$ cat src/rtl/pooling_output_packer_if.sv
`default_nettype none
// ============================================================================
// Module      : pooling_output_packer_if
// Description : Stream-in / pack-out handshake bundle of the pooling packer.
// Revision    : 1.0 - initial release
// ============================================================================
interface pooling_output_packer_if #(
    parameter int DATA_WIDTH = 32,
    parameter int PACK_SIZE  = 2
);
    logic                            in_valid;
    logic                            in_ready;
    logic [DATA_WIDTH-1:0]           data_in;
    logic                            flush;
    logic                            out_valid;
    logic                            out_ready;
    logic [PACK_SIZE*DATA_WIDTH-1:0] data_out;
    logic [2:0]                      block_idx;
    logic                            frame_done;

    modport master (
        output in_valid, data_in, flush, out_ready,
        input  in_ready, out_valid, data_out, block_idx, frame_done
    );

    modport slave (
        input  in_valid, data_in, flush, out_ready,
        output in_ready, out_valid, data_out, block_idx, frame_done
    );
endinterface
`default_nettype wire

$ cat src/rtl/pooling_output_packer.sv
`default_nettype none
// ============================================================================
// Module      : pooling_output_packer
// Description : Packs PACK_SIZE serial pooled words into one row word with a
//               block index; optional checks under POOL_PACK_DEBUG_EN.
// Revision    : 1.0 - initial release
// ============================================================================
module pooling_output_packer #(
    parameter int DATA_WIDTH = 32,
    parameter int PACK_SIZE  = 2,
    parameter int NUM_BLOCKS = 6
) (
    input  logic                    clk,
    input  logic                    rst_n,
    pooling_output_packer_if.slave  bus
);
    localparam int                 c_CNT_W    = $clog2(PACK_SIZE + 1);
    localparam logic [c_CNT_W-1:0] c_FULL     = c_CNT_W'(PACK_SIZE);
    localparam logic [c_CNT_W-1:0] c_ONE      = c_CNT_W'(1);
    localparam logic [2:0]         c_LAST_BLK = 3'(NUM_BLOCKS - 1);

    logic [DATA_WIDTH-1:0]           r_col [PACK_SIZE];
    logic [c_CNT_W-1:0]              r_cnt;
    logic                            r_flush_pend;
    logic [2:0]                      r_bidx;
    logic [PACK_SIZE*DATA_WIDTH-1:0] r_data_out;
    logic [2:0]                      r_block_idx;
    logic                            r_out_valid;
    logic                            r_frame_done;

    logic                            w_complete;
    logic                            w_transfer;
    logic                            w_in_ready;
    logic                            w_accept;
    logic [c_CNT_W-1:0]              w_cnt_next;
    logic [PACK_SIZE*DATA_WIDTH-1:0] w_pack;

    assign w_complete = (r_cnt == c_FULL) || (r_flush_pend && (r_cnt != '0));
    assign w_transfer = w_complete && (!r_out_valid || bus.out_ready);
    // A transfer frees col in the same cycle, so a word can still land in slot 0.
    assign w_in_ready = !r_flush_pend && ((r_cnt != c_FULL) || w_transfer);
    assign w_accept   = bus.in_valid && w_in_ready;

    always_comb begin
        w_cnt_next = r_cnt;
        if (w_transfer) begin
            w_cnt_next = w_accept ? c_ONE : '0;
        end else if (w_accept) begin
            w_cnt_next = r_cnt + c_ONE;
        end
    end

    // Slot 0 (first word received) ends up in the most significant bits.
    generate
        for (genvar k = 0; k < PACK_SIZE; k++) begin : g_pack
            assign w_pack[(PACK_SIZE-k)*DATA_WIDTH-1 -: DATA_WIDTH] = r_col[k];
        end
    endgenerate

    always_ff @(posedge clk or negedge rst_n) begin
        if (!rst_n) begin
            for (int k = 0; k < PACK_SIZE; k++) begin
                r_col[k] <= '0;
            end
            r_cnt        <= '0;
            r_flush_pend <= 1'b0;
            r_bidx       <= '0;
            r_data_out   <= '0;
            r_block_idx  <= '0;
            r_out_valid  <= 1'b0;
            r_frame_done <= 1'b0;
        end else begin
            for (int k = 0; k < PACK_SIZE; k++) begin
                if (w_transfer) begin
                    r_col[k] <= (k == 0 && w_accept) ? bus.data_in : '0;
                end else if (w_accept && (r_cnt == c_CNT_W'(k))) begin
                    r_col[k] <= bus.data_in;
                end
            end
            r_cnt <= w_cnt_next;
            // A flush only survives if something is left to close.
            r_flush_pend <= (r_flush_pend && !w_transfer) ||
                            (bus.flush && (w_cnt_next != '0));

            if (w_transfer) begin
                r_data_out  <= w_pack;
                r_out_valid <= 1'b1;
                r_block_idx <= r_bidx;
                r_bidx      <= (r_bidx == c_LAST_BLK) ? 3'd0 : r_bidx + 3'd1;
            end else if (r_out_valid && bus.out_ready) begin
                r_out_valid <= 1'b0;
            end

            r_frame_done <= r_out_valid && bus.out_ready && (r_block_idx == c_LAST_BLK);
        end
    end

    assign bus.in_ready   = w_in_ready;
    assign bus.out_valid  = r_out_valid;
    assign bus.data_out   = r_data_out;
    assign bus.block_idx  = r_block_idx;
    assign bus.frame_done = r_frame_done;

`ifdef POOL_PACK_DEBUG_EN
    shortreal    dbg_data_in;
    shortreal    dbg_slot [PACK_SIZE];
    int unsigned r_dbg_stall;
    logic        r_dbg_prev_valid;
    logic        r_dbg_prev_ready;

    always_comb begin
        dbg_data_in = $bitstoshortreal(bus.data_in[31:0]);
        for (int k = 0; k < PACK_SIZE; k++) begin
            dbg_slot[k] = $bitstoshortreal(r_data_out[(PACK_SIZE-k)*DATA_WIDTH-1 -: 32]);
        end
    end

    always_ff @(posedge clk or negedge rst_n) begin
        if (!rst_n) begin
            r_dbg_stall      <= 0;
            r_dbg_prev_valid <= 1'b0;
            r_dbg_prev_ready <= 1'b0;
        end else begin
            if (bus.in_valid && !w_in_ready) begin
                r_dbg_stall <= r_dbg_stall + 1;
                if (r_dbg_stall + 1 > 2 * PACK_SIZE) begin
                    $error("pooling_output_packer: in_valid stalled for %0d cycles", r_dbg_stall + 1);
                end
            end else begin
                r_dbg_stall <= 0;
            end
            r_dbg_prev_valid <= r_out_valid;
            r_dbg_prev_ready <= bus.out_ready;
            if (r_dbg_prev_valid && !r_dbg_prev_ready && !r_out_valid) begin
                $error("pooling_output_packer: out_valid dropped without handshake");
            end
        end
    end
`endif

endmodule
`default_nettype wire

$ cat src/flat_wrapper.sv
// flat-port wrapper written by rule: the top's interface ports become plain ports
module pooling_output_packer_flat 
#(
    parameter int DATA_WIDTH = 32,
    parameter int PACK_SIZE  = 2,
    parameter int NUM_BLOCKS = 6
)
  (clk, rst_n, bus_in_valid, bus_data_in, bus_flush, bus_out_ready, bus_in_ready, bus_out_valid, bus_data_out, bus_block_idx, bus_frame_done);
  pooling_output_packer_if #(.DATA_WIDTH(DATA_WIDTH), .PACK_SIZE(PACK_SIZE)) bus_i ();
  input  logic clk;
  input  logic rst_n;
  input wire logic [$bits(bus_i.in_valid)-1:0] bus_in_valid;
  input wire logic [$bits(bus_i.data_in)-1:0] bus_data_in;
  input wire logic [$bits(bus_i.flush)-1:0] bus_flush;
  input wire logic [$bits(bus_i.out_ready)-1:0] bus_out_ready;
  output wire logic [$bits(bus_i.in_ready)-1:0] bus_in_ready;
  output wire logic [$bits(bus_i.out_valid)-1:0] bus_out_valid;
  output wire logic [$bits(bus_i.data_out)-1:0] bus_data_out;
  output wire logic [$bits(bus_i.block_idx)-1:0] bus_block_idx;
  output wire logic [$bits(bus_i.frame_done)-1:0] bus_frame_done;
  assign bus_i.in_valid = bus_in_valid;
  assign bus_i.data_in = bus_data_in;
  assign bus_i.flush = bus_flush;
  assign bus_i.out_ready = bus_out_ready;
  assign bus_in_ready = bus_i.in_ready;
  assign bus_out_valid = bus_i.out_valid;
  assign bus_data_out = bus_i.data_out;
  assign bus_block_idx = bus_i.block_idx;
  assign bus_frame_done = bus_i.frame_done;
  pooling_output_packer #(.DATA_WIDTH(DATA_WIDTH), .PACK_SIZE(PACK_SIZE), .NUM_BLOCKS(NUM_BLOCKS)) u_core (.clk(clk), .rst_n(rst_n), .bus(bus_i));
endmodule
$ cat config.mk
export PLATFORM = sky130hd
export DESIGN_NAME = pooling_output_packer_flat
export DESIGN_NICKNAME = d
export VERILOG_FILES = /design/src/rtl/pooling_output_packer_if.sv /design/src/rtl/pooling_output_packer.sv /design/src/flat_wrapper.sv
export SDC_FILE = /design/constraint.sdc
export NUM_CORES = 1
export LEC_CHECK = 0
export ABC_AREA = 1
export BUFFER_PORTS_ARGS = -buffer_cell sky130_fd_sc_hd__buf_2
export CORE_MARGIN = 4
export CORE_UTILIZATION = 49
export DETAILED_ROUTE_END_ITERATION = 6
export PLACE_DENSITY = 0.75
export SETUP_SLACK_MARGIN = 0.02
export SLEW_MARGIN = 10
export SYNTH_ARGS = -nofsm -noshare
export SYNTH_HDL_FRONTEND = slang
export SYNTH_SLANG_ARGS = --single-unit
export TNS_END_PERCENT = 20
$ cat constraint.sdc
create_clock -name clk -period 1.7 [get_ports clk]
set_clock_uncertainty 0.2 [all_clocks]
set_input_delay 0.255 -clock clk [delete_from_list [all_inputs] [get_ports clk]]
set_output_delay 0.255 -clock clk [all_outputs]
set_load 0.005 [all_outputs]
**Yosys cells after proc, flatten, opt, wreduce, memory -nomap -nowiden**

Cells that the tools add are included.

- Logic and storage cells: 50
- Input port bits: 37
- Register bits: 139

- Multiplexer cells: 11
- Equal/unequal tests: 5
- Reduce and logical (&&, ||, !) cells: 23
- Add/sub/neg operators: 2

Operator list:

| operator | count |
|---|---|
| two-way mux 32 bit | 5 |
| logical AND 1 bit | 10 |
| nonzero test 2 bit | 5 |
| == test 3 bit, second input constant | 2 |
| logical OR 1 bit | 4 |
| two-way mux 2 bit | 2 |
| adder 3 x 1 -> 3 bit, second input constant | 1 |
| zero test 1 bit | 3 |
| two-way mux 1 bit | 3 |
| two-way mux 3 bit | 1 |
| adder 2 x 1 -> 2 bit, second input constant | 1 |
| == test 2 x 1 -> 1 bit, second input constant | 1 |
| == test 2 bit, second input constant | 1 |
| zero test 2 bit | 1 |
| inequality test 2 bit, second input constant | 1 |

**Longest topological paths before layout**

Gate-level depths: netlist (run 1).

- Word-level depth: 12
- Depth in mapped cells: 11
- Depth with buffers taken out: 11

**Worst setup path after synthesis (run 1)**

Ideal clock, no wire load.

- Kind: reg2reg
- From: register u_core.r_cnt[0]
- To: register u_core.r_col[33] (netlist bit)
- Library setup time: 0.121 ns
- Slack: 0.000 ns
- Stages on the path, launching flop included: 9
- Arrival: 1.379 ns
- Cell sequence: dfrtp_1 -> inv_1 -> nand2_1 -> nand3_4 -> nand2_2 -> nand3_2 -> o21ai_4 -> buf_4 -> o21ai_1

- Word-level cells in the longest chain between the ends: 9
- Elaborated cells between the ends (all ways): 14
- Those cells by class: eq/ne: 2; mux: 2; reduce/logical: 10

RTL lines:

| what | RTL line | text |
|---|---|---|
| from (decl) | pooling_output_packer.sv:23 | `logic [c_CNT_W-1:0] r_cnt;` |
| from (signal assigned) | pooling_output_packer.sv:80 | `r_cnt <= w_cnt_next;` |
| nonzero test 2 bit | pooling_output_packer.sv:38 | `assign w_complete = (r_cnt == c_FULL) \|\| (r_flush_pend && (r_cnt != '0));` |
| logical AND 1 bit | pooling_output_packer.sv:38 |  |
| logical OR 1 bit | pooling_output_packer.sv:38 |  |
| logical AND 1 bit | pooling_output_packer.sv:39 | `assign w_transfer = w_complete && (!r_out_valid \|\| bus.out_ready);` |
| logical OR 1 bit | pooling_output_packer.sv:41 | `assign w_in_ready = !r_flush_pend && ((r_cnt != c_FULL) \|\| w_transfer);` |
| logical AND 1 bit | pooling_output_packer.sv:41 |  |
| logical AND 1 bit | pooling_output_packer.sv:42 | `assign w_accept = bus.in_valid && w_in_ready;` |
| two-way mux 32 bit / logical AND 1 bit (equally long branches) | pooling_output_packer.sv:75, pooling_output_packer.sv:76 |  |
| two-way mux 32 bit / nonzero test 2 bit (equally long branches) | n/a |  |
| to (signal, indexed assignment) | pooling_output_packer.sv:75 | `r_col[k] <= (k == 0 && w_accept) ? bus.data_in : '0;` |
| to (signal, indexed assignment) | pooling_output_packer.sv:77 | `r_col[k] <= bus.data_in;` |
| to (decl) | pooling_output_packer.sv:22 | `logic [DATA_WIDTH-1:0] r_col [PACK_SIZE];` |

Several ways; a longest one is shown, not always the timed one.
A chain may end at the register's enable or synchronous reset.

**Final worst setup path (run 1)**

- From: register u_core.r_cnt[1]
- To: output port bus_in_ready

- Word-level cells in the longest chain between the ends: 6
- Elaborated cells between the ends (all ways): 8
- Those cells by class: eq/ne: 2; reduce/logical: 6

RTL lines:

| what | RTL line | text |
|---|---|---|
| nonzero test 2 bit | pooling_output_packer.sv:38 |  |
| logical AND 1 bit | pooling_output_packer.sv:38 |  |
| logical OR 1 bit | pooling_output_packer.sv:38 |  |
| logical AND 1 bit | pooling_output_packer.sv:39 |  |
| logical OR 1 bit (*) | pooling_output_packer.sv:41 |  |
| logical AND 1 bit (*) | pooling_output_packer.sv:41 |  |
| to (decl) | flat_wrapper.sv:16 | `output wire logic [$bits(bus_i.in_ready)-1:0] bus_in_ready;` |

Every way passes the cells marked *; elsewhere a longest branch is shown, timed or not.

==> flow_results.xml, run 1 <==
<?xml version="1.0" encoding="UTF-8"?>
<metrics>
  <group name="outcome">
    <metric name="status" unit="">complete, but fails checks</metric>
    <metric name="failed_checks" unit="">negative setup slack</metric>
  </group>
  <group name="floorplan">
    <metric name="dieWidth" unit="um">113</metric>
    <metric name="io-pin-count" unit="">107</metric>
    <metric name="die_height" unit="um">113</metric>
    <metric name="design.die.area" unit="um^2">12800</metric>
    <metric name="coreArea" unit="um^2">10800</metric>
    <metric name="fp-row-count" unit="">38</metric>
    <metric name="initial_utilization" unit="%">50.1</metric>
  </group>
  <group name="timing">
    <metric name="max_slew.worst_pin.slew" unit="ns">0.791</metric>
    <metric name="timing.final.setup_violations" unit="">99</metric>
    <metric name="max_transition_viols_final" unit="">0</metric>
    <metric name="maxSlewHeadroom" unit="%">47.3</metric>
    <metric name="time_the_final_worst_path_needs_with_i_o_delays_and_setup" unit="ns">2.01</metric>
    <metric name="final_hold_violating_endpoints" unit="">0</metric>
    <metric name="max_clk_rate" unit="MHz">497</metric>
    <metric name="rsz_0062_raised_after_global_routing" unit="">true</metric>
    <metric name="final.setup.tns" unit="ns">-14.23</metric>
    <metric name="timing.final.ws_setup" unit="ns">-0.313</metric>
    <metric name="fin_crit_sh" unit="%">118</metric>
    <metric name="holdWs" unit="ns">0.0881</metric>
  </group>
  <group name="min_path">
    <metric name="hold_path.class" unit="">in -&gt; async</metric>
  </group>
  <group name="pwr">
    <metric name="power_frac_clock" unit="%">20.3</metric>
    <metric name="share_seq_of_total_power" unit="%">30.2</metric>
    <metric name="power_frac_comb" unit="%">49.5</metric>
    <metric name="power-per-cell-area" unit="nW/um^2">2240</metric>
    <metric name="p_leak" unit="nW">4.06</metric>
    <metric name="power.internal" unit="W">0.0111</metric>
    <metric name="switching_share" unit="%">39.0</metric>
    <metric name="ir_worst_vdd" unit="mV">1.22</metric>
    <metric name="power.switching" unit="W">0.00707</metric>
  </group>
  <group name="drt">
    <metric name="detail_route.vias_per_cell" unit="">5.42</metric>
    <metric name="wirelength" unit="um">16400</metric>
    <metric name="routed-via-count" unit="">4840</metric>
    <metric name="drtIter0Drc" unit="">465</metric>
    <metric name="detailed_route_drc_error_count" unit="">0</metric>
    <metric name="number_of_iterations_in_the_first_detailed_routing_pass" unit="">5</metric>
    <metric name="drt-wirelength-per-cell" unit="um">18.4</metric>
    <metric name="ant_nets" unit="">0</metric>
  </group>
  <group name="worst_setup_path">
    <metric name="worstPathRequired" unit="ns">1.24</metric>
    <metric name="critical_path_class" unit="">reg -&gt; out</metric>
    <metric name="worstSetupStartpointType" unit="">register</metric>
    <metric name="reg2reg_depth" unit="">11</metric>
    <metric name="cpPeakStageDelay" unit="ns">0.43</metric>
    <metric name="crit_path_max_fo" unit="">2</metric>
    <metric name="worst_path_max_delay_cell" unit="">dfrtp_1</metric>
    <metric name="critical_path.reg2reg.startpoint" unit="">u_core.r_cnt[1]</metric>
    <metric name="cp_common_cell" unit="">buf_6</metric>
    <metric name="rr_endpoint" unit="">u_core.r_col[51]</metric>
    <metric name="critical_path.cell_chain" unit="">inv_2, nand2_2, nand3_4, a21oi_4, buf_6, buf_6</metric>
    <metric name="worst_ep_arrival_time" unit="ns">1.56</metric>
    <metric name="setup.worst_path.end_class" unit="">output port</metric>
    <metric name="regToRegSetupSlack" unit="ns">-0.30</metric>
  </group>
  <group name="yosys">
    <metric name="synth-seq-cells" unit="">139</metric>
    <metric name="synthesis.instances" unit="">563</metric>
    <metric name="synth.cell_area" unit="um^2">5430</metric>
    <metric name="synth.lib_cells_used.distinct" unit="">23</metric>
    <metric name="synth_area_per_cell" unit="um^2">9.65</metric>
    <metric name="seq_area_frac_synth" unit="%">64.0</metric>
    <metric name="synth_fp_nets" unit="">603</metric>
    <metric name="synth_warnings" unit="">0</metric>
  </group>
  <group name="layout">
    <metric name="final-instance-count-excl-fill" unit="">893</metric>
    <metric name="final_nets" unit="">781</metric>
    <metric name="synthToLayoutAreaGrowth" unit="%">49.3</metric>
    <metric name="share_of_final_layout_standard_cells_stronger_than_drive_strength_1" unit="%">36.5</metric>
    <metric name="insertedDiodeCount" unit="">0</metric>
    <metric name="utilization" unit="%">74.8</metric>
  </group>
  <group name="global_routing">
    <metric name="grt_antenna_before_repair" unit="">0</metric>
    <metric name="track_usage" unit="%">24.8</metric>
    <metric name="vias_in_the_first_global_route" unit="">4988</metric>
    <metric name="grt_overflow" unit="">0</metric>
    <metric name="grt_pass1_wl" unit="um">25000</metric>
    <metric name="grt_start_max_net_pins" unit="">48</metric>
  </group>
  <group name="cts">
    <metric name="htree_num_levels" unit="">4</metric>
    <metric name="clock_path_buffers" unit="">2</metric>
    <metric name="clkSinkCount" unit="">139</metric>
    <metric name="worst_setup_hold_path_clk_slew" unit="ns">0.06</metric>
    <metric name="clock_tree_from_tritoncts" unit="">yes</metric>
    <metric name="cts_inserted_buffers" unit="">17</metric>
    <metric name="clk_latency" unit="ns">0.52</metric>
    <metric name="cts_root_buffer" unit="">clkbuf_8</metric>
  </group>
  <group name="run">
    <metric name="max_cap_violations" unit="">0</metric>
  </group>
  <group name="placement">
    <metric name="place_worst_setup_slack" unit="ns">-0.116</metric>
    <metric name="dpl.cell_count" unit="">800</metric>
    <metric name="detailed_place_hpwl" unit="um">8610</metric>
    <metric name="portBuffers" unit="">106</metric>
    <metric name="place.gp.congestion" unit="">0.823</metric>
  </group>
</metrics>
[Yosys cell counts]
cell,number,area [um^2]
a21oi_1,1,5.00
a21oi_2,1,8.76
buf_1,6,22.5
buf_2,10,50.1
buf_4,3,22.5
buf_6,3,33.8
clkbuf_1,13,48.8
dfrtp_1,139,3480
ha_1,3,37.5
inv_1,64,240
inv_2,1,3.75
nand2_1,121,454
nand2_2,2,12.5
nand3_1,81,405
nand3_2,2,20.0
nand3_4,1,17.5
nand4_1,2,12.5
nor2_1,4,15.0
nor3_1,1,5.00
o21ai_0,71,355
o21ai_1,32,160
o21ai_4,1,16.3
o22ai_1,1,6.26
[worst max-delay path, delay by kind of cell, from the launching register on]
| kind | cells | cell delay, ns |
|---|---|---|
| flip-flops | 1 | 0.43 |
| buffers and inverters | 3 | 0.27 |
| AND/OR/NAND/NOR | 2 | 0.18 |
| AO/OA/AOI/OAI | 1 | 0.16 |
[repair_timing]
action | 4_1_cts | 5_1_grt
hold endpoints to repair | 207 | 0
cloned | 6 | 7
resized for setup | 23 | 130
setup endpoints to repair | 76 | 154
buffers inserted | 7 | 7
hold buffers | 37 | 0
pin swaps | 3 | 4
[worst max-delay path by stage]
stage	cells past startpoint	slack, ns	from	endpoint
after CTS	6	-0.30	u_core.r_cnt[1]	bus_in_ready
after global placement	8	-0.02	u_core.r_cnt[0]	u_core.r_col[35]
final	6	-0.31	u_core.r_cnt[1]	bus_in_ready
after detailed placement	9	-0.12	u_core.r_cnt[0]	u_core.r_col[61]
after global routing	11	-0.37	u_core.r_cnt[0]	u_core.r_col[51]
after floorplan	8	-0.0003	u_core.r_cnt[0]	u_core.r_col[33]
[metal layers]
metal  routed length (um)  GRT usage, %
met1                 6370          31.3
met2                 8560          41.4
met3                  989          4.97
met4                  527          11.5
met5                    0             0
[metrics by stage]
step	area, um^2	total power (W)
finish	8110	0.0181
global route	8110	0.0191
CTS	7570	0.0163
detailed placement	6260	0.0111
global placement	6260	0.0108
floorplan	5430	0.00890
[power by group through the flow]
stage | sequential [W] | clock, W | combinational, W
after floorplan | 0.00539 | 0 | 0.00352
final | 0.00548 | 0.00368 | 0.00896
after global routing | 0.00561 | 0.00385 | 0.00967
after detailed placement | 0.00544 | 0 | 0.00568
after global placement | 0.00538 | 0 | 0.00544
after CTS | 0.00541 | 0.00368 | 0.00724
[layout by cell type (no fill, tap or decap), drive strengths merged]
cell type and instances:
o22ai 1, nand4 2, nand2 123, buf 152, clkbuf 27, dfrtp 139
a21oi 2, nor3 1, bufinv 2, nand3 84, o21ai 104, clkinvlp 5
nor2 4, dlymetal6s4s 1, inv 66, ha 3, clkinv 1, dlygate4sd3 36
[state kept, by name, indices dropped and copies added (netlist names)]
signal,cells
u_core.r_flush_pend,1
u_core.r_col,64
u_core.r_bidx,3
u_core.bus.frame_done,1
u_core.bus.data_out,64
u_core.bus.block_idx,3
u_core.r_cnt,2
u_core.bus.out_valid,1
[final cells by class]
type | instances | area [um^2]
Inverter | 65 | 244
Clock buffer | 22 | 483
Sequential cell | 139 | 3480
Timing Repair Buffer | 194 | 1690
Tap cell | 140 | 175
Fill cell | 704 | 2730
Clock inverter | 9 | 111
Multi-Input combinational cell | 324 | 1930
[cell families after synthesis]
group | Yosys count | synth area share, %
and+or+nand+nor | 214 | 17.3
DFF | 139 | 64.0
AOI/OAI and AO/OA | 107 | 10.2
buffers and inverters | 100 | 7.76
adders and majority gates | 3 | 0.691
(Power assumes the default switching activity.)
==> run 2: changes to the inputs <==
--- a/config.mk
+++ b/config.mk
@@ -5,7 +5,6 @@
 export SDC_FILE = /design/constraint.sdc
 export NUM_CORES = 1
 export LEC_CHECK = 0
-export ABC_AREA = 1
 export BUFFER_PORTS_ARGS = -buffer_cell sky130_fd_sc_hd__buf_2
 export CORE_MARGIN = 4
 export CORE_UTILIZATION = 49
==> run 2 against run 1 <==
The flow still finishes with violations (negative setup slack). Setup slack worse by 0.16 ns. Sequential power is essentially flat. Via count is 5.5% lower. Combinational power down 34%. Critical path type unchanged. Final cell count decreased by 2.6%. Die area shrank 0.37%. Global-route usage shrank 0.79 points. Highest routed layer is now met5. Area after synthesis fell by 0.39%. Flip-flop and latch count stayed put. First-iteration DRC count fell by 26%.
==> flow_results.xml, run 2 <==
<?xml version="1.0" encoding="UTF-8"?>
<metrics>
  <group name="yosys">
    <metric name="synth_top_cell_by_area" unit="">dfrtp_1</metric>
    <metric name="synth.mux.area_fraction" unit="%">0.370</metric>
    <metric name="synth.top_cells.by_area" unit="">dfrtp_1, nand2_1, a22o_1</metric>
    <metric name="synth-seq-cells" unit="">139</metric>
    <metric name="synth-edff-count" unit="">0</metric>
    <metric name="synth_adder_area_share" unit="%">0.694</metric>
    <metric name="post_synth_xor_area_fraction" unit="%">0.162</metric>
    <metric name="synth-async-reset-ratio" unit="%">100</metric>
    <metric name="synth.lib_cells_used.distinct" unit="">30</metric>
    <metric name="synth_top_area_share" unit="%">64.3</metric>
    <metric name="synth.cell_area" unit="um^2">5410</metric>
    <metric name="synthesis.instances" unit="">543</metric>
    <metric name="synthFlopType" unit="">dfrtp_1</metric>
    <metric name="synth-simple-area-share" unit="%">20.7</metric>
    <metric name="synth_compound_area_share" unit="%">10.0</metric>
    <metric name="seq_area_frac_synth" unit="%">64.3</metric>
    <metric name="synthTopCellsByCount" unit="">nand2_1, dfrtp_1, a21oi_1</metric>
    <metric name="synth_warnings" unit="">0</metric>
    <metric name="synth_area_per_cell" unit="um^2">9.96</metric>
    <metric name="synth_top_family_by_area" unit="">simple AND/OR/NAND/NOR gates</metric>
    <metric name="synth_fp_nets" unit="">583</metric>
    <metric name="synth_most_common_cell" unit="">nand2_1</metric>
  </group>
  <group name="layout">
    <metric name="final_nets" unit="">758</metric>
    <metric name="layout.cell_area.non_filler" unit="um^2">7690</metric>
    <metric name="final_common_cell" unit="">nand2_1</metric>
    <metric name="number_of_inserted_filler_cells_in_the_final_layout" unit="">737</metric>
    <metric name="insertedDiodeCount" unit="">0</metric>
    <metric name="share_of_final_layout_standard_cells_stronger_than_drive_strength_1" unit="%">31.0</metric>
    <metric name="area_of_the_multi_input_gates" unit="um^2">1960</metric>
    <metric name="register_area" unit="um^2">3480</metric>
    <metric name="synthToLayoutAreaGrowth" unit="%">42.2</metric>
    <metric name="utilization" unit="%">71.0</metric>
    <metric name="layout.cells.most_common_list" unit="">nand2_1, dfrtp_1, buf_2</metric>
  </group>
  <group name="outcome">
    <metric name="failed_checks" unit="">negative setup slack</metric>
    <metric name="status" unit="">complete, but fails checks</metric>
  </group>
  <group name="pwr">
    <metric name="share_seq_of_total_power" unit="%">37.4</metric>
    <metric name="p_leak" unit="nW">4.03</metric>
    <metric name="power_frac_clock" unit="%">22.4</metric>
    <metric name="switching_share" unit="%">35.8</metric>
    <metric name="ir_worst_vdd" unit="mV">0.878</metric>
    <metric name="power-per-cell-area" unit="nW/um^2">1900</metric>
    <metric name="power_frac_comb" unit="%">40.2</metric>
    <metric name="power.internal" unit="W">0.00940</metric>
    <metric name="power.switching" unit="W">0.00525</metric>
  </group>
  <group name="timing">
    <metric name="timing.final.ws_setup" unit="ns">-0.474</metric>
    <metric name="max_transition_viols_final" unit="">0</metric>
    <metric name="holdWs" unit="ns">0.0475</metric>
    <metric name="time_the_final_worst_path_needs_with_i_o_delays_and_setup" unit="ns">2.17</metric>
    <metric name="timing.final.setup_violations" unit="">137</metric>
    <metric name="max_slew.worst_pin.slew" unit="ns">0.527</metric>
    <metric name="final.setup.tns" unit="ns">-31.26</metric>
    <metric name="final_hold_violating_endpoints" unit="">0</metric>
    <metric name="fin_crit_sh" unit="%">128</metric>
    <metric name="max_clk_rate" unit="MHz">460</metric>
    <metric name="maxSlewHeadroom" unit="%">64.9</metric>
    <metric name="rsz_0062_raised_after_global_routing" unit="">true</metric>
  </group>
  <group name="drt">
    <metric name="wirelength" unit="um">15000</metric>
    <metric name="detail_route.vias_per_cell" unit="">5.26</metric>
    <metric name="ant_nets" unit="">0</metric>
    <metric name="drtIter0Drc" unit="">346</metric>
    <metric name="detailed_route_drc_error_count" unit="">0</metric>
    <metric name="number_of_iterations_in_the_first_detailed_routing_pass" unit="">5</metric>
    <metric name="routed-via-count" unit="">4574</metric>
    <metric name="drt-wirelength-per-cell" unit="um">17.3</metric>
  </group>
  <group name="floorplan">
    <metric name="design.die.area" unit="um^2">12800</metric>
    <metric name="initial_utilization" unit="%">49.9</metric>
    <metric name="die_height" unit="um">113</metric>
    <metric name="fp-row-count" unit="">38</metric>
    <metric name="io-pin-count" unit="">107</metric>
    <metric name="coreArea" unit="um^2">10800</metric>
    <metric name="dieWidth" unit="um">113</metric>
  </group>
  <group name="placement">
    <metric name="area_post_placement" unit="um^2">6280</metric>
    <metric name="detailed_place_hpwl" unit="um">8800</metric>
    <metric name="place.gp.congestion" unit="">0.930</metric>
    <metric name="portBuffers" unit="">106</metric>
    <metric name="place_worst_setup_slack" unit="ns">-0.142</metric>
  </group>
  <group name="cts">
    <metric name="cts_root_buffer" unit="">clkbuf_8</metric>
    <metric name="clock_path_buffers" unit="">2</metric>
    <metric name="worst_setup_hold_path_clk_slew" unit="ns">0.06</metric>
    <metric name="clkSinkCount" unit="">139</metric>
    <metric name="cts_inserted_buffers" unit="">17</metric>
    <metric name="clk_latency" unit="ns">0.52</metric>
    <metric name="clock_tree_from_tritoncts" unit="">yes</metric>
    <metric name="htree_num_levels" unit="">4</metric>
  </group>
  <group name="worst_setup_path">
    <metric name="critical_path_class" unit="">reg -&gt; out</metric>
    <metric name="regToRegSetupSlack" unit="ns">-0.32</metric>
    <metric name="worst_path_max_delay_cell" unit="">dfrtp_1</metric>
    <metric name="critical_path.cell_chain" unit="">mux2i_2, or2_4, a21oi_4, buf_2</metric>
    <metric name="cpPeakStageDelay" unit="ns">0.45</metric>
    <metric name="rr_endpoint" unit="">u_core.r_col[41]</metric>
    <metric name="worstPathRequired" unit="ns">1.24</metric>
    <metric name="worst_ep_arrival_time" unit="ns">1.72</metric>
    <metric name="setup.worst_path.end_class" unit="">output port</metric>
    <metric name="worstSetupStartpointType" unit="">register</metric>
    <metric name="critical_path.reg2reg.startpoint" unit="">u_core.r_cnt[0]</metric>
    <metric name="crit_path_max_fo" unit="">3</metric>
    <metric name="critPathCapture" unit="">bus_in_ready</metric>
    <metric name="reg2reg_depth" unit="">8</metric>
    <metric name="timing.critical_path.from" unit="">u_core.r_cnt[0]</metric>
  </group>
  <group name="run">
    <metric name="max_cap_violations" unit="">0</metric>
  </group>
  <group name="global_routing">
    <metric name="track_usage" unit="%">24.0</metric>
    <metric name="grt_start_max_net_pins" unit="">53</metric>
    <metric name="grt_antenna_before_repair" unit="">1</metric>
    <metric name="grt_overflow" unit="">0</metric>
    <metric name="vias_in_the_first_global_route" unit="">4795</metric>
    <metric name="grt_pass1_wl" unit="um">24200</metric>
  </group>
  <group name="min_path">
    <metric name="hold_path.class" unit="">in -&gt; reg</metric>
  </group>
</metrics>
-- run 2: cell types whose count changed in the layout (fill, tap and decap cells not counted), moves of 32 or more --
cell and delta:
a22o_1 +32, nand3_1 -44, nand2_1 +150, o21ai_1 -41, inv_1 -61, o21ai_0 -34
-- run 2: critical path, delay by kind of cell, from the launching register on --
kind,cells,cell delay (ns)
compound gates,1,0.15
mux,1,0.20
buf+inv,1,0.14
flops,1,0.45
simple gates,1,0.26
-- run 2: kinds of logic (layout without fill, tap and decap cells) --
| family | after synthesis | in the layout |
|---|---|---|
| AND/OR/NAND/NOR | 284 | 284 |
| flip-flops | 139 | 139 |
| AO/OA/AOI/OAI | 78 | 80 |
| buffers and inverters | 36 | 221 |
| adder cells (fa/ha/maj) | 3 | 3 |
| multiplexers | 2 | 2 |
| XOR/XNOR | 1 | 1 |
-- run 2: worst min-delay path by stage --
stage / end / start / cells after the start
after floorplan: u_core.bus.block_idx[0] / rst_n / 0
after global placement: u_core.bus.data_out[54] / rst_n / 1
after detailed placement: u_core.bus.data_out[53] / rst_n / 1
after CTS: u_core.r_cnt[0] / bus_out_ready / 5
after global routing: u_core.r_cnt[0] / bus_out_ready / 5
final: u_core.r_cnt[0] / bus_out_ready / 5
-- run 2: power by group through the flow --
stage                     logic (W)  clock network (W)  registers, W
after floorplan             0.00283                  0       0.00540
after global placement      0.00445                  0       0.00541
after detailed placement    0.00465                  0       0.00546
after CTS                   0.00545            0.00333       0.00543
after global routing        0.00643            0.00351       0.00563
final                       0.00589            0.00329       0.00547
-- run 2: layout make-up --
type	count	share of cell area, %
Sequential cell	139	45.2
Timing Repair Buffer	187	19.9
Clock buffer	24	6.38
Tap cell	140	2.28
Clock inverter	7	0.520
Inverter	3	0.211
Multi-Input combinational cell	370	25.5
-- run 2: repair_timing --
item	CTS	global route
setup buffers	7	8
endpoints found under the hold margin	207	0
endpoints found under the setup margin	109	138
hold buffers	36	0
pin swaps	11	11
gates resized for setup	36	34
cloned	5	1
-- run 2: routing by layer --
metal  GRT usage, %  vias up  part of all wire, %
li1               -     2117                    -
met1           30.7     2230                   41
met2           39.8      197                   50
met3           6.58       28                  7.0
met4           8.17        2                  1.6
met5              0        -                0.047
-- run 2: stage by stage --
step / power, W / instances
CTS: 0.0142 / 862
global route: 0.0156 / 870
floorplan: 0.00823 / 543
global placement: 0.00986 / 783
finish: 0.0146 / 870
detailed placement: 0.0101 / 783
==> run 3: changes to the inputs <==
==> constraint.sdc (replaced) <==
create_clock -name clk -period 1.7 [get_ports clk]
set_clock_uncertainty 0.2 [all_clocks]
set_input_delay 0.17 -clock clk [delete_from_list [all_inputs] [get_ports clk]]
set_output_delay 0.17 -clock clk [all_outputs]
set_load 0.005 [all_outputs]
==> run 3 against run 2 <==
The run still ends with negative setup slack left. Utilization is 0.32 points lower. Sequential power about the same. Register-to-register slack is essentially flat. Flip-flop and latch count unchanged. Setup slack improved by 0.081 ns. Routed wire length rose by 0.33%. Fmax grew 3.9%. Power increased by 1.3%. Design area is 0.46% lower. Hold slack better by 0.15 ns.
==> flow_results.xml, run 3 (synthesis results as in run 2) <==
<?xml version="1.0" encoding="UTF-8"?>
<metrics>
  <group name="global_routing">
    <metric name="grt_pass1_wl" unit="um">23700</metric>
    <metric name="track_usage" unit="%">23.8</metric>
    <metric name="vias_in_the_first_global_route" unit="">4836</metric>
    <metric name="grt_overflow" unit="">0</metric>
    <metric name="grt_antenna_before_repair" unit="">0</metric>
    <metric name="grt_start_max_net_pins" unit="">41</metric>
  </group>
  <group name="pwr">
    <metric name="power-per-cell-area" unit="nW/um^2">1940</metric>
    <metric name="power.switching" unit="W">0.00534</metric>
    <metric name="totalPowerFinal" unit="W">0.0148</metric>
    <metric name="switching_share" unit="%">36.0</metric>
    <metric name="power_frac_comb" unit="%">39.5</metric>
    <metric name="p_leak" unit="nW">4.00</metric>
    <metric name="share_seq_of_total_power" unit="%">36.8</metric>
    <metric name="power_frac_clock" unit="%">23.7</metric>
    <metric name="ir_worst_vdd" unit="mV">0.821</metric>
    <metric name="power.internal" unit="W">0.00951</metric>
  </group>
  <group name="worst_setup_path">
    <metric name="worstPathRequired" unit="ns">1.33</metric>
    <metric name="critical_path.cell_chain" unit="">mux2i_2, or2_4, buf_6, a21oi_2, buf_2</metric>
    <metric name="worst_ep_arrival_time" unit="ns">1.72</metric>
    <metric name="critical_path_class" unit="">reg -&gt; out</metric>
    <metric name="worst_path_max_delay_cell" unit="">dfrtp_1</metric>
    <metric name="worstSetupStartpointType" unit="">register</metric>
    <metric name="setup.worst_path.end_class" unit="">output port</metric>
    <metric name="cp.buffers_inverters" unit="">2</metric>
    <metric name="crit_path_max_fo" unit="">2</metric>
    <metric name="cpPeakStageDelay" unit="ns">0.40</metric>
    <metric name="critical-path-top-delay-family" unit="">flip-flops</metric>
  </group>
  <group name="timing">
    <metric name="timing.final.setup_violations" unit="">136</metric>
    <metric name="max_slew.worst_pin.slew" unit="ns">0.373</metric>
    <metric name="final_hold_violating_endpoints" unit="">0</metric>
    <metric name="fin_crit_sh" unit="%">123</metric>
    <metric name="maxSlewHeadroom" unit="%">75.1</metric>
    <metric name="max_clk_rate" unit="MHz">478</metric>
    <metric name="max_transition_viols_final" unit="">0</metric>
    <metric name="time_the_final_worst_path_needs_with_i_o_delays_and_setup" unit="ns">2.09</metric>
    <metric name="timing.final.ws_setup" unit="ns">-0.393</metric>
    <metric name="rsz_0062_raised_after_global_routing" unit="">true</metric>
  </group>
  <group name="drt">
    <metric name="drtIter0Drc" unit="">407</metric>
    <metric name="detailed_route_drc_error_count" unit="">0</metric>
    <metric name="number_of_iterations_in_the_first_detailed_routing_pass" unit="">5</metric>
    <metric name="ant_nets" unit="">0</metric>
    <metric name="routed-via-count" unit="">4689</metric>
    <metric name="wirelength" unit="um">15100</metric>
    <metric name="detail_route.vias_per_cell" unit="">5.33</metric>
    <metric name="drt-wirelength-per-cell" unit="um">17.2</metric>
  </group>
  <group name="cts">
    <metric name="cts_inserted_buffers" unit="">17</metric>
    <metric name="htree_num_levels" unit="">4</metric>
    <metric name="worst_setup_hold_path_clk_slew" unit="ns">0.06</metric>
    <metric name="clkSinkCount" unit="">139</metric>
    <metric name="clk_latency" unit="ns">0.54</metric>
    <metric name="clock_path_buffers" unit="">2</metric>
    <metric name="clock_tree_from_tritoncts" unit="">yes</metric>
    <metric name="cts_root_buffer" unit="">clkbuf_8</metric>
  </group>
  <group name="floorplan">
    <metric name="initial_utilization" unit="%">49.9</metric>
    <metric name="design.die.area" unit="um^2">12800</metric>
    <metric name="io-pin-count" unit="">107</metric>
    <metric name="die_height" unit="um">113</metric>
    <metric name="coreArea" unit="um^2">10800</metric>
    <metric name="fp-row-count" unit="">38</metric>
    <metric name="dieWidth" unit="um">113</metric>
  </group>
  <group name="placement">
    <metric name="portBuffers" unit="">106</metric>
    <metric name="area_post_placement" unit="um^2">6270</metric>
    <metric name="dpl.cell_count" unit="">788</metric>
    <metric name="place.gp.congestion" unit="">0.846</metric>
    <metric name="detailed_place_hpwl" unit="um">8750</metric>
  </group>
  <group name="min_path">
    <metric name="hold_path.class" unit="">in -&gt; reg</metric>
  </group>
  <group name="outcome">
    <metric name="failed_checks" unit="">negative setup slack</metric>
    <metric name="status" unit="">complete, but fails checks</metric>
  </group>
  <group name="layout">
    <metric name="final_common_cell" unit="">nand2_1</metric>
    <metric name="layout.cells.most_common_list" unit="">nand2_1, dfrtp_1, buf_2</metric>
    <metric name="insertedDiodeCount" unit="">0</metric>
    <metric name="synthToLayoutAreaGrowth" unit="%">41.6</metric>
    <metric name="share_of_final_layout_standard_cells_stronger_than_drive_strength_1" unit="%">31.1</metric>
    <metric name="final-instance-count-excl-fill" unit="">879</metric>
    <metric name="utilization" unit="%">70.6</metric>
    <metric name="layout.cell_area.non_filler" unit="um^2">7660</metric>
    <metric name="final_nets" unit="">766</metric>
  </group>
  <group name="run">
    <metric name="max_cap_violations" unit="">0</metric>
  </group>
</metrics>
run 3: worst paths after layout:
path                       slack [ns]                       to  depth (start not counted)                    start
setup / recovery                -0.39             bus_in_ready                          5          u_core.r_cnt[0]
hold / removal                   0.19         u_core.r_col[49]                          3          bus_data_in[17]
setup reg to reg                -0.31      u_core.r_flush_pend                          7          u_core.r_cnt[0]
hold reg to reg                  0.24    u_core.bus.frame_done                          1  u_core.bus.block_idx[1]
max in group asynchronous        0.31  u_core.bus.data_out[37]                          4                    rst_n
min in group asynchronous        0.45  u_core.bus.data_out[54]                          3                    rst_n
run 3: what timing repair did:
action / CTS / global route
cloned: 6 / 3
resized for setup: 36 / 34
setup endpoints to repair: 100 / 137
pin swaps: 5 / 4
setup buffers: 9 / 4
endpoints found under the hold margin: 207 / 0
hold buffers: 37 / 0
run 3: power groups by stage:
stage	combinational, W	clock (W)	sequential (W)
2_1_floorplan	0.00283	0	0.00540
3_3_place_gp	0.00448	0	0.00541
3_5_place_dp	0.00467	0	0.00547
4_1_cts	0.00538	0.00355	0.00543
5_1_grt	0.00639	0.00374	0.00560
6_report	0.00586	0.00352	0.00547
run 3: worst reg2reg max path, delay by kind of cell, from the launching register on:
family / cells / cell delay (ns)
buffers and inverters: 2 / 0.23
AOI/OAI and AO/OA: 2 / 0.19
adders and majority gates: 1 / 0.29
DFF: 1 / 0.40
and+or+nand+nor: 2 / 0.59
run 3: area by class of cell:
| class | count | area [um^2] |
|---|---|---|
| multi-input cells | 370 | 1890 |
| clock inverters | 14 | 149 |
| repair buffers | 195 | 1530 |
| well taps | 140 | 175 |
| clock buffers | 18 | 418 |
| fillers | 747 | 3180 |
| flip-flops and latches | 139 | 3480 |
| inverters | 3 | 16.3 |
run 3: routing by layer:
metal / up-vias / share of wire (%) / GRT usage (%)
met4: 0 / 2.5 / 8.97
met1: 2310 / 41 / 29.5
li1: 2129 / - / -
met5: - / 0 / 0
met3: 43 / 6.8 / 7.91
met2: 207 / 49 / 39.1
run 3: stage by stage:
stage	setup TNS [ns]	setup slack, ns	hold slack [ns]
floorplan	-4.48	-0.121	-0.326
global placement	-3.51	-0.0762	-0.109
detailed placement	-8.70	-0.146	-0.103
CTS	-9.39	-0.397	0.184
global route	-23.15	-0.457	0.208
finish	-14.70	-0.393	0.195
